`config.mk`:
```
export PLATFORM = sky130hd
export DESIGN_NAME = vga_timing_ctrl
export DESIGN_NICKNAME = d
export VERILOG_FILES = /design/src/rtl/vga_timing_ctrl.sv
export SDC_FILE = /design/constraint.sdc
export NUM_CORES = 1
export LEC_CHECK = 0
export BUFFER_PORTS_ARGS = -buffer_cell sky130_fd_sc_hd__buf_2
export CORE_MARGIN = 2
export CORE_UTILIZATION = 50
export CTS_CLUSTER_SIZE = 28
export DETAILED_ROUTE_END_ITERATION = 10
export GPL_TIMING_DRIVEN = 0
export PLACE_DENSITY = 0.78
export SLEW_MARGIN = 20
export SYNTH_ARGS = -nofsm -noshare
export SYNTH_HDL_FRONTEND = slang
export SYNTH_SLANG_ARGS = --single-unit
```
`constraint.sdc`:
```
create_clock -name iVGA_CLK -period 2.55 [get_ports iVGA_CLK]
set_input_delay 0.1275 -clock iVGA_CLK [delete_from_list [all_inputs] [get_ports iVGA_CLK]]
set_output_delay 0.1275 -clock iVGA_CLK [all_outputs]
set_load 0.01 [all_outputs]
```
`src/rtl/vga_timing_ctrl.sv`:
```
// vga_timing_ctrl: raster timing generator and DAC output stage.
//
// Runs horizontal/vertical counters on the pixel clock, issues pixel coordinates
// and a request strobe to the pattern generator one clock ahead of the active
// pixel, then registers the returned RGB together with HS/VS/BLANK_N.
//
// Ports:
//   iVGA_CLK, iRST_N        pixel clock, asynchronous active-low reset
//   iRed/iGreen/iBlue       10-bit RGB from pattern generator (1 clock after oRequest)
//   oVGA_X/oVGA_Y/oRequest  requested pixel coordinate and its valid strobe
//   oVGA_R/G/B              DAC colour, forced to 0 while blanked
//   oVGA_HS/oVGA_VS         active-low syncs
//   oVGA_BLANK_N            high during active video
//   oFrameStart             one-clock pulse on the first output clock of a frame
module vga_timing_ctrl #(
    parameter int unsigned H_FRONT = 16,
    parameter int unsigned H_SYNC  = 96,
    parameter int unsigned H_BACK  = 48,
    parameter int unsigned H_ACT   = 640,
    parameter int unsigned V_FRONT = 10,
    parameter int unsigned V_SYNC  = 2,
    parameter int unsigned V_BACK  = 33,
    parameter int unsigned V_ACT   = 480
) (
    input  logic       iVGA_CLK,
    input  logic       iRST_N,
    input  logic [9:0] iRed,
    input  logic [9:0] iGreen,
    input  logic [9:0] iBlue,
    output logic [9:0] oVGA_X,
    output logic [9:0] oVGA_Y,
    output logic       oRequest,
    output logic [9:0] oVGA_R,
    output logic [9:0] oVGA_G,
    output logic [9:0] oVGA_B,
    output logic       oVGA_HS,
    output logic       oVGA_VS,
    output logic       oVGA_BLANK_N,
    output logic       oFrameStart
);

    localparam int unsigned H_BLANK = H_FRONT + H_SYNC + H_BACK;
    localparam int unsigned H_TOTAL = H_BLANK + H_ACT;
    localparam int unsigned V_BLANK = V_FRONT + V_SYNC + V_BACK;
    localparam int unsigned V_TOTAL = V_BLANK + V_ACT;

    localparam logic [10:0] HLast      = 11'(H_TOTAL - 1);
    localparam logic [10:0] HSyncStart = 11'(H_FRONT);
    localparam logic [10:0] HSyncEnd   = 11'(H_FRONT + H_SYNC);
    localparam logic [10:0] HActStart  = 11'(H_BLANK);
    // Request runs one clock ahead of the active window to cover the
    // pattern generator's registered latency.
    localparam logic [10:0] HReqStart  = 11'(H_BLANK - 1);
    localparam logic [10:0] HReqEnd    = 11'(H_TOTAL - 2);
    localparam logic [10:0] VLast      = 11'(V_TOTAL - 1);
    localparam logic [10:0] VSyncStart = 11'(V_FRONT);
    localparam logic [10:0] VSyncEnd   = 11'(V_FRONT + V_SYNC);
    localparam logic [10:0] VActStart  = 11'(V_BLANK);

    logic [10:0] hc_q, hc_d;
    logic [10:0] vc_q, vc_d;
    logic        hs_q, hs_d;
    logic        vs_q, vs_d;
    logic        blank_n_q, act;
    logic        frame_q, frame_d;
    logic [9:0]  r_q, r_d;
    logic [9:0]  g_q, g_d;
    logic [9:0]  b_q, b_d;
    logic        req;

    // Raster counters: vc advances only on the last clock of a line.
    always_comb begin
        hc_d = hc_q + 11'd1;
        vc_d = vc_q;
        if (hc_q == HLast) begin
            hc_d = '0;
            vc_d = (vc_q == VLast) ? '0 : vc_q + 11'd1;
        end
    end

    // Request window and coordinates decoded from the registered counters.
    always_comb begin
        req      = (vc_q >= VActStart) && (hc_q >= HReqStart) && (hc_q <= HReqEnd);
        oRequest = req;
        oVGA_X   = req ? 10'(hc_q - HReqStart) : '0;
        oVGA_Y   = req ? 10'(vc_q - VActStart) : '0;
    end

    // Next values for the DAC-side output register.
    always_comb begin
        act     = (hc_q >= HActStart) && (vc_q >= VActStart);
        hs_d    = !((hc_q >= HSyncStart) && (hc_q < HSyncEnd));
        vs_d    = !((vc_q >= VSyncStart) && (vc_q < VSyncEnd));
        frame_d = (hc_q == '0) && (vc_q == '0);
        r_d     = act ? iRed   : '0;
        g_d     = act ? iGreen : '0;
        b_d     = act ? iBlue  : '0;
    end

    always_ff @(posedge iVGA_CLK or negedge iRST_N) begin
        if (!iRST_N) begin
            hc_q      <= '0;
            vc_q      <= '0;
            hs_q      <= 1'b1;
            vs_q      <= 1'b1;
            blank_n_q <= 1'b0;
            frame_q   <= 1'b0;
            r_q       <= '0;
            g_q       <= '0;
            b_q       <= '0;
        end else begin
            hc_q      <= hc_d;
            vc_q      <= vc_d;
            hs_q      <= hs_d;
            vs_q      <= vs_d;
            blank_n_q <= act;
            frame_q   <= frame_d;
            r_q       <= r_d;
            g_q       <= g_d;
            b_q       <= b_d;
        end
    end

    assign oVGA_HS      = hs_q;
    assign oVGA_VS      = vs_q;
    assign oVGA_BLANK_N = blank_n_q;
    assign oFrameStart  = frame_q;
    assign oVGA_R       = r_q;
    assign oVGA_G       = g_q;
    assign oVGA_B       = b_q;

endmodule

```
==> results of run 1 <==
per-layer routing:
metal	routed length [µm]	vias to the layer above	global-route usage
met3	496	9	0.06437
met4	115	0	0.07895
met5	0	-	0
met2	2817	96	0.3181
li1	-	1122	-
met1	2666	1108	0.2795
power by group through the flow:
stage / logic (mW) / registers (mW) / clock network (mW)
after global placement: 0.0378 / 0.905 / 0
after detailed placement: 0.0391 / 0.905 / 0
after global routing: 0.0530 / 0.888 / 0.543
after floorplan: 0.000342 / 0.905 / 0
after CTS: 0.0472 / 0.888 / 0.522
final: 0.0468 / 0.888 / 0.494
logic make-up (layout without fill, tap and decap cells):
| group | Yosys count | count (layout) | synth area share |
|---|---|---|---|
| muxes | 1 | 1 | 0.003610 |
| and+or+nand+nor | 115 | 115 | 0.2486 |
| adders and majority gates | 8 | 8 | 0.03610 |
| AOI/OAI and AO/OA | 38 | 38 | 0.09296 |
| buffers and inverters | 27 | 130 | 0.04919 |
| DFF | 56 | 56 | 0.5063 |
| xor gates and xnor gates | 20 | 20 | 0.06318 |
flip-flops by register name (all words and copies together), names as in the netlist:
signal / count
hc_q: 11
oVGA_R: 10
oVGA_VS: 1
oVGA_G: 10
oVGA_HS: 1
oVGA_B: 10
oVGA_BLANK_N: 1
vc_q: 11
oFrameStart: 1
repair_timing:
action,in CTS,in global routing
endpoints found under the setup margin,0,11
hold buffers,7,1
hold endpoints to repair,60,1
gates resized for setup,0,7
buffers inserted,0,1
worst max-delay path: cells and delay by family (launching register included):
family / cells / cell delay [ns]
simple gates: 2 / 0.62
flops: 1 / 0.48
compound gates: 2 / 0.43
buf+inv: 2 / 0.27
fa+ha+maj: 1 / 0.20
cell usage after synthesis (2+ instances only):
cell type,number
o21a_1,2
a21oi_1,3
nor3_1,14
nand2_1,9
o21ai_1,4
o211ai_1,2
clkbuf_1,8
nand4_1,8
or3_1,4
buf_2,10
dfrtp_1,54
a31oi_1,5
nor3b_1,4
nor4_1,2
o221ai_1,2
xnor2_1,12
dfstp_2,2
nor2_1,12
nand3_1,12
inv_1,6
and4_1,3
a211oi_1,3
o21ai_0,9
buf_6,3
ha_1,8
nor3_2,2
and3_1,2
xor2_1,8
and2_1,32
or4_1,2
stage by stage:
stage	setup slack (ns)	hold slack (ns)	instance area, µm²	power, mW	instances
after global routing	0.01340	0.003302	3481	1.484	440
after floorplan	0.5997	-0.1681	2773	0.9055	265
after CTS	0.01667	0.0009342	3457	1.457	438
final	0.1144	0.01963	3481	1.428	440
after global placement	0.4128	0.3338	3293	0.9427	423
after detailed placement	0.3782	0.2242	3296	0.9440	423
area by class of cell:
| type | count | area, µm² |
|---|---|---|
| Buffer | 21 | 115.1 |
| Inverter | 6 | 22.52 |
| Clock buffer | 5 | 68.82 |
| Multi-Input combinational cell | 182 | 1235 |
| Fill cell | 458 | 1958 |
| Timing Repair Buffer | 95 | 520.5 |
| Clock inverter | 3 | 22.52 |
| Sequential cell | 56 | 1406 |
| Tap cell | 72 | 90.09 |
worst paths after layout:
check	to	slack, ns
hold / removal	oVGA_R[6]	0.02
min in group asynchronous	hc_q[3]	0.38
setup / recovery	oVGA_Y[8]	0.11
hold reg to reg	vc_q[10]	0.55
max in group asynchronous	vc_q[1]	1.66
setup reg to reg	vc_q[4]	0.61
==> impl_results.md, run 1 <==
* Die footprint at 0.006157 mm²
* Fin Clk Skew at 0.007128 ns
* Worst-path fanout max at 8
* Main synth FF type: dfrtp_1
* P_leak at 1.830 nW
* Synth Instances at 265
* Setup-failing EPs final at 0
* Synth area leaders: dfrtp_1, and2_1, xnor2_1
* DR DRC count at 0
* Maximum clock insertion buffer count at 2
* Crit-path cells: inv_2 -> ha_2 -> and3b_1 -> o21a_1 -> or4_1 -> a211oi_2 -> buf_2
* Net Sw Frac at 0.2229
* Number of global-route vias before repair at 2142
* First-pass GRT wire length at 10010 µm
* Syn_area_per_cell at 10.46 µm²
* Antenna Nets Post-Route at 0
* CTS root buf: clkbuf_8
* Top cell type's share of synthesized area at 0.4874
* WP data arrival at 2.31 ns
* Critical path origin: vc_q[0]
* Worst rel slew slack at 0.5402
* Rows at 27
* Via density per instance at 5.307
* Largest net degree at the start of global routing at 57
* Grt ovf at 0
* Gate power share at 0.033
* I/O pins at 87
* Final worst-path cycle share at 0.9551
* Unique masters post-synth at 48
* RSZ-0062 raised after global routing: false
* Post-Syn Area at 0.002773 mm²
* Register area share after synthesis at 0.5063
* Final Util at 0.6400
* Antenna diodes at 0
* Measured slew at the worst slew-check pin at 0.6897 ns
* EDFF count, synth at 0
* Chip width at 78.47 µm
* Hold Vio Cnt, Final at 0
* Area leader, netlist: dfrtp_1
* TritonCTS clock tree: built
* Starting density of the core at 0.5098
* Hold path depth at 2
* Clock slew at reported path FFs at 0.10 ns
* Clk_lat worst skew at 0.31 ns
* Clock sink count at 56
* CTS H-tree lvls at 2
* Startpoint types: register
* Wire per inst at 13.85 µm
* CP Capture Type: output port
* Flop pwr share at 0.621
* FFs w/ async S/R, synth at 1.000
* Die H at 78.47 µm
* HP Class: input port to register
* Max-slew violation count at 0
* Initial antenna violation count at 0
* Synthesized net count at 305
* Switch Pwr at 0.3184 mW
* Gp weighted congestion at 0.9177
* Worst hold path startpoint: iRed[6]
* Maximum capacitance violations at 0
* Vias at 2335
* Commonest non-fill, non-tap cells in the layout: buf_2, dfrtp_1, and2_1
* DRT Wirelength at 6096 µm
* Detailed placer's ending HPWL at 4328 µm
* Internal power at 1.110 mW
* Part of the power in the clock network at 0.346
* Max incr delay on CP at 0.48 ns
* Area growth syn-to-layout at 25.54%
* Required time of the critical path at 2.42 ns
* GRT Util Overall at 0.2082
* Final #Nets at 407
* Core area at 0.005439 mm²
* CP Class: register to output port
* Post-route setup TNS at 0 ns
* Pwr dens at 410.4 mW/mm²
* DR iter-0 viols at 153
* Share of layout cells above drive strength 1 at 0.3397
* #FFs+latches synth at 56
* Port Buffer Count at 86
* TritonCTS Buffers at 5
* YS warnings at 0
* Worst r2r src: hc_q[0]
* Crit path time final at 2.436 ns
* Drt pass-1 iters at 4
* Slowest cell on the critical path: dfrtp_2
* Peak VDD IR at 0.2878 mV
* Status: complete, no violations
* Max Clk Rate at 410.6 MHz
* Reg2Reg Depth at 6
* Most common cell after layout, fill and taps aside: buf_2
Power figures use the tool's default switching activity.
==> run 2, diff against run 1 <==
--- a/config.mk
+++ b/config.mk
@@ -7,11 +7,11 @@
 export LEC_CHECK = 0
 export BUFFER_PORTS_ARGS = -buffer_cell sky130_fd_sc_hd__buf_2
 export CORE_MARGIN = 2
-export CORE_UTILIZATION = 50
+export CORE_UTILIZATION = 51
 export CTS_CLUSTER_SIZE = 28
 export DETAILED_ROUTE_END_ITERATION = 10
 export GPL_TIMING_DRIVEN = 0
-export PLACE_DENSITY = 0.78
+export PLACE_DENSITY = 0.8
 export SLEW_MARGIN = 20
 export SYNTH_ARGS = -nofsm -noshare
 export SYNTH_HDL_FRONTEND = slang
==> run 2 against run 1 <==
Critical path depth stayed put. Combinational power shrank 19%. Final area shrank 1.2%. Total power increased by 11%. Worst hold slack improved by 0.00054 ns. Via count down 3.7%. Sequential share of layout area grew 0.50 points. Non-clock buffer count fell by 8. Cell count down 2.5%. Worst setup slack better by 0.027 ns. Sequential power hardly changed.
==> impl_results.md, run 2 (synthesis results as in run 1) <==
* Top flop regs: hc_q x11, vc_q x11
* Final #Nets at 399 (-2.0%)
* Port Buffer Count at 86 (unchanged)
* Wire per inst at 13.47 µm (-2.8%)
* Final non-filler cell total at 429 (-2.5%)
* Startpoint types: register
* Final worst-path cycle share at 0.9446 (-0.01052)
* Part of the power in the clock network at 0.417 (+0.071)
* TritonCTS Buffers at 5 (unchanged)
* HP Class: input port to register
* DRT Wirelength at 5778 µm (-5.2%)
* Dpl cell area at 0.003293 mm² (about the same)
* Vias at 2249 (-3.7%)
* Max Clk Rate at 415.1 MHz (+1.1%)
* GRT Util Overall at 0.2037 (-0.004531)
* Antenna Nets Post-Route at 0 (unchanged)
* Placed Cells at 421 (-0.47%)
* Flop pwr share at 0.559 (-0.062)
* Area growth syn-to-layout at 24.01%
* I/O pins at 87 (unchanged)
* Reg2Reg Depth at 5 (-1)
* R2r setup slk at 0.68 ns (+0.07 ns)
* Internal power at 1.292 mW (+16%)
* Final worst slack at 0.1412 ns (+0.02682 ns)
* WP data arrival at 2.28 ns (-0.03 ns)
* Post-route setup TNS at 0 ns (unchanged)
* Gate power share at 0.024 (-0.009)
* Status: complete, no violations
* Hold Path Sink: oVGA_G[2]
* Cell area after layout at 0.003438 mm² (-1.2%)
* Max-slew violation count at 0 (unchanged)
* Initial antenna violation count at 0 (unchanged)
* Fin Hold WS at 0.02017 ns (+0.0005435 ns)
* Die H at 77.74 µm (-0.93%)
* CP Class: register to output port
* Setup-failing EPs final at 0 (unchanged)
* Largest net degree at the start of global routing at 57 (unchanged)
* Clock sink count at 56 (unchanged)
* Hold path depth at 2 (unchanged)
* Pwr dens at 461.8 mW/mm² (+13%)
* Maximum clock insertion buffer count at 2 (unchanged)
* Measured slew at the worst slew-check pin at 0.6788 ns (-0.01084 ns)
* Rows at 26 (-3.7%)
* Core area at 0.005172 mm² (-4.9%)
* Number of global-route vias before repair at 2060 (-3.8%)
* Reg2reg end: vc_q[4]
* Commonest non-fill, non-tap cells in the layout: buf_2, dfrtp_1, and2_1
* TritonCTS clock tree: built
* Worst r2r src: hc_q[0]
* Drt pass-1 iters at 4 (unchanged)
* Maximum capacitance violations at 0 (unchanged)
* Clock slew at reported path FFs at 0.09 ns (about the same)
* DR DRC count at 0 (unchanged)
* RSZ-0062 raised after global routing: false
* Starting density of the core at 0.5360 (+0.02627)
* DR iter-0 viols at 146 (-4.6%)
* Place WS at 0.3933 ns (+0.01517 ns)
* Die footprint at 0.006043 mm² (-1.9%)
* Share of layout cells above drive strength 1 at 0.3398 (about the same)
* Detailed placer's ending HPWL at 4219 µm (-2.5%)
* Chip width at 77.74 µm (-0.93%)
* Crit path time final at 2.409 ns (-0.02682 ns)
* First-pass GRT wire length at 9804 µm (-2.1%)
* Critical path origin: vc_q[0]
* Worst hold path startpoint: iGreen[2]
* CTS H-tree lvls at 2 (unchanged)
* CP Capture Type: output port
* Total power at 1.588 mW (+11%)
* Via density per instance at 5.242 (-1.2%)
* Final Util at 0.6647 (+0.02475)
* Clk_lat worst skew at 0.31 ns (about the same)
* CTS root buf: clkbuf_8
* Grt ovf at 0 (unchanged)
* Switch Pwr at 0.2962 mW (-7.0%)
* Antenna diodes at 0 (unchanged)
* Gp weighted congestion at 0.9005 (-1.9%)
* Hold Vio Cnt, Final at 0 (unchanged)
* Worst rel slew slack at 0.5474 (+0.007226)
* Filler cell count at 426 (-7.0%)
* Net Sw Frac at 0.1865 (-0.03633)
* Worst-path fanout max at 8 (unchanged)
* P_leak at 1.815 nW (-0.86%)
* Most common cell after layout, fill and taps aside: buf_2
* Fin Clk Skew at 0.005454 ns (-0.001674 ns)
* Required time of the critical path at 2.42 ns (about the same)
* Peak VDD IR at 0.2963 mV (+3.0%)
run 2: final cells by class:
class / count / area, µm² / share of cell area
buffer: 21 / 115.1 / 0.03348
sequential: 56 / 1406 / 0.4090
tap: 70 / 87.58 / 0.02547
multi-input combinational: 182 / 1232 / 0.3584
clock inverter: 2 / 60.06 / 0.01747
clock buffer: 5 / 68.82 / 0.02001
inverter: 6 / 25.02 / 0.007278
timing repair buffer: 87 / 442.9 / 0.1288
run 2: critical path: stages, from the launching register on:
cell and delay [ns]:
dfrtp_2 0.49, inv_4 0.10, ha_1 0.19, and3b_1 0.21, o21a_1 0.20, or4_1 0.42, a211oi_2 0.22, buf_2 0.15
run 2: worst max path at each step:
stage | slack, ns | to | cells past startpoint
floorplan | 0.60 | oVGA_Y[8] | 6
global placement | 0.42 | oVGA_Y[8] | 7
detailed placement | 0.39 | oVGA_Y[8] | 7
CTS | 0.04 | oVGA_Y[8] | 7
global route | 0.001 | oVGA_Y[8] | 7
finish | 0.14 | oVGA_Y[8] | 7
run 2: layer usage:
metal | part of all wire | wire length (µm) | GRT usage
met1 | 0.45 | 2587 | 0.2765
met2 | 0.45 | 2615 | 0.3207
met3 | 0.086 | 499 | 0.05233
met4 | 0.013 | 76 | 0.06429
met5 | 0 | 0 | 0
run 2: power by group through the flow:
stage                     clock (mW)  sequential (mW)  combinational [mW]
after floorplan                    0            0.905            0.000342
after global placement             0            0.905              0.0377
after detailed placement           0            0.905              0.0386
after CTS                      0.681            0.887              0.0398
after global routing           0.720            0.888              0.0442
final                          0.663            0.887              0.0377
run 2: timing repair:
| item | in CTS | in global routing |
|---|---|---|
| resized for setup | 0 | 7 |
| endpoints found under the setup margin | 0 | 11 |
| hold buffers | 1 | 0 |
| endpoints found under the hold margin | 54 | 0 |
| setup buffers | 0 | 0 |
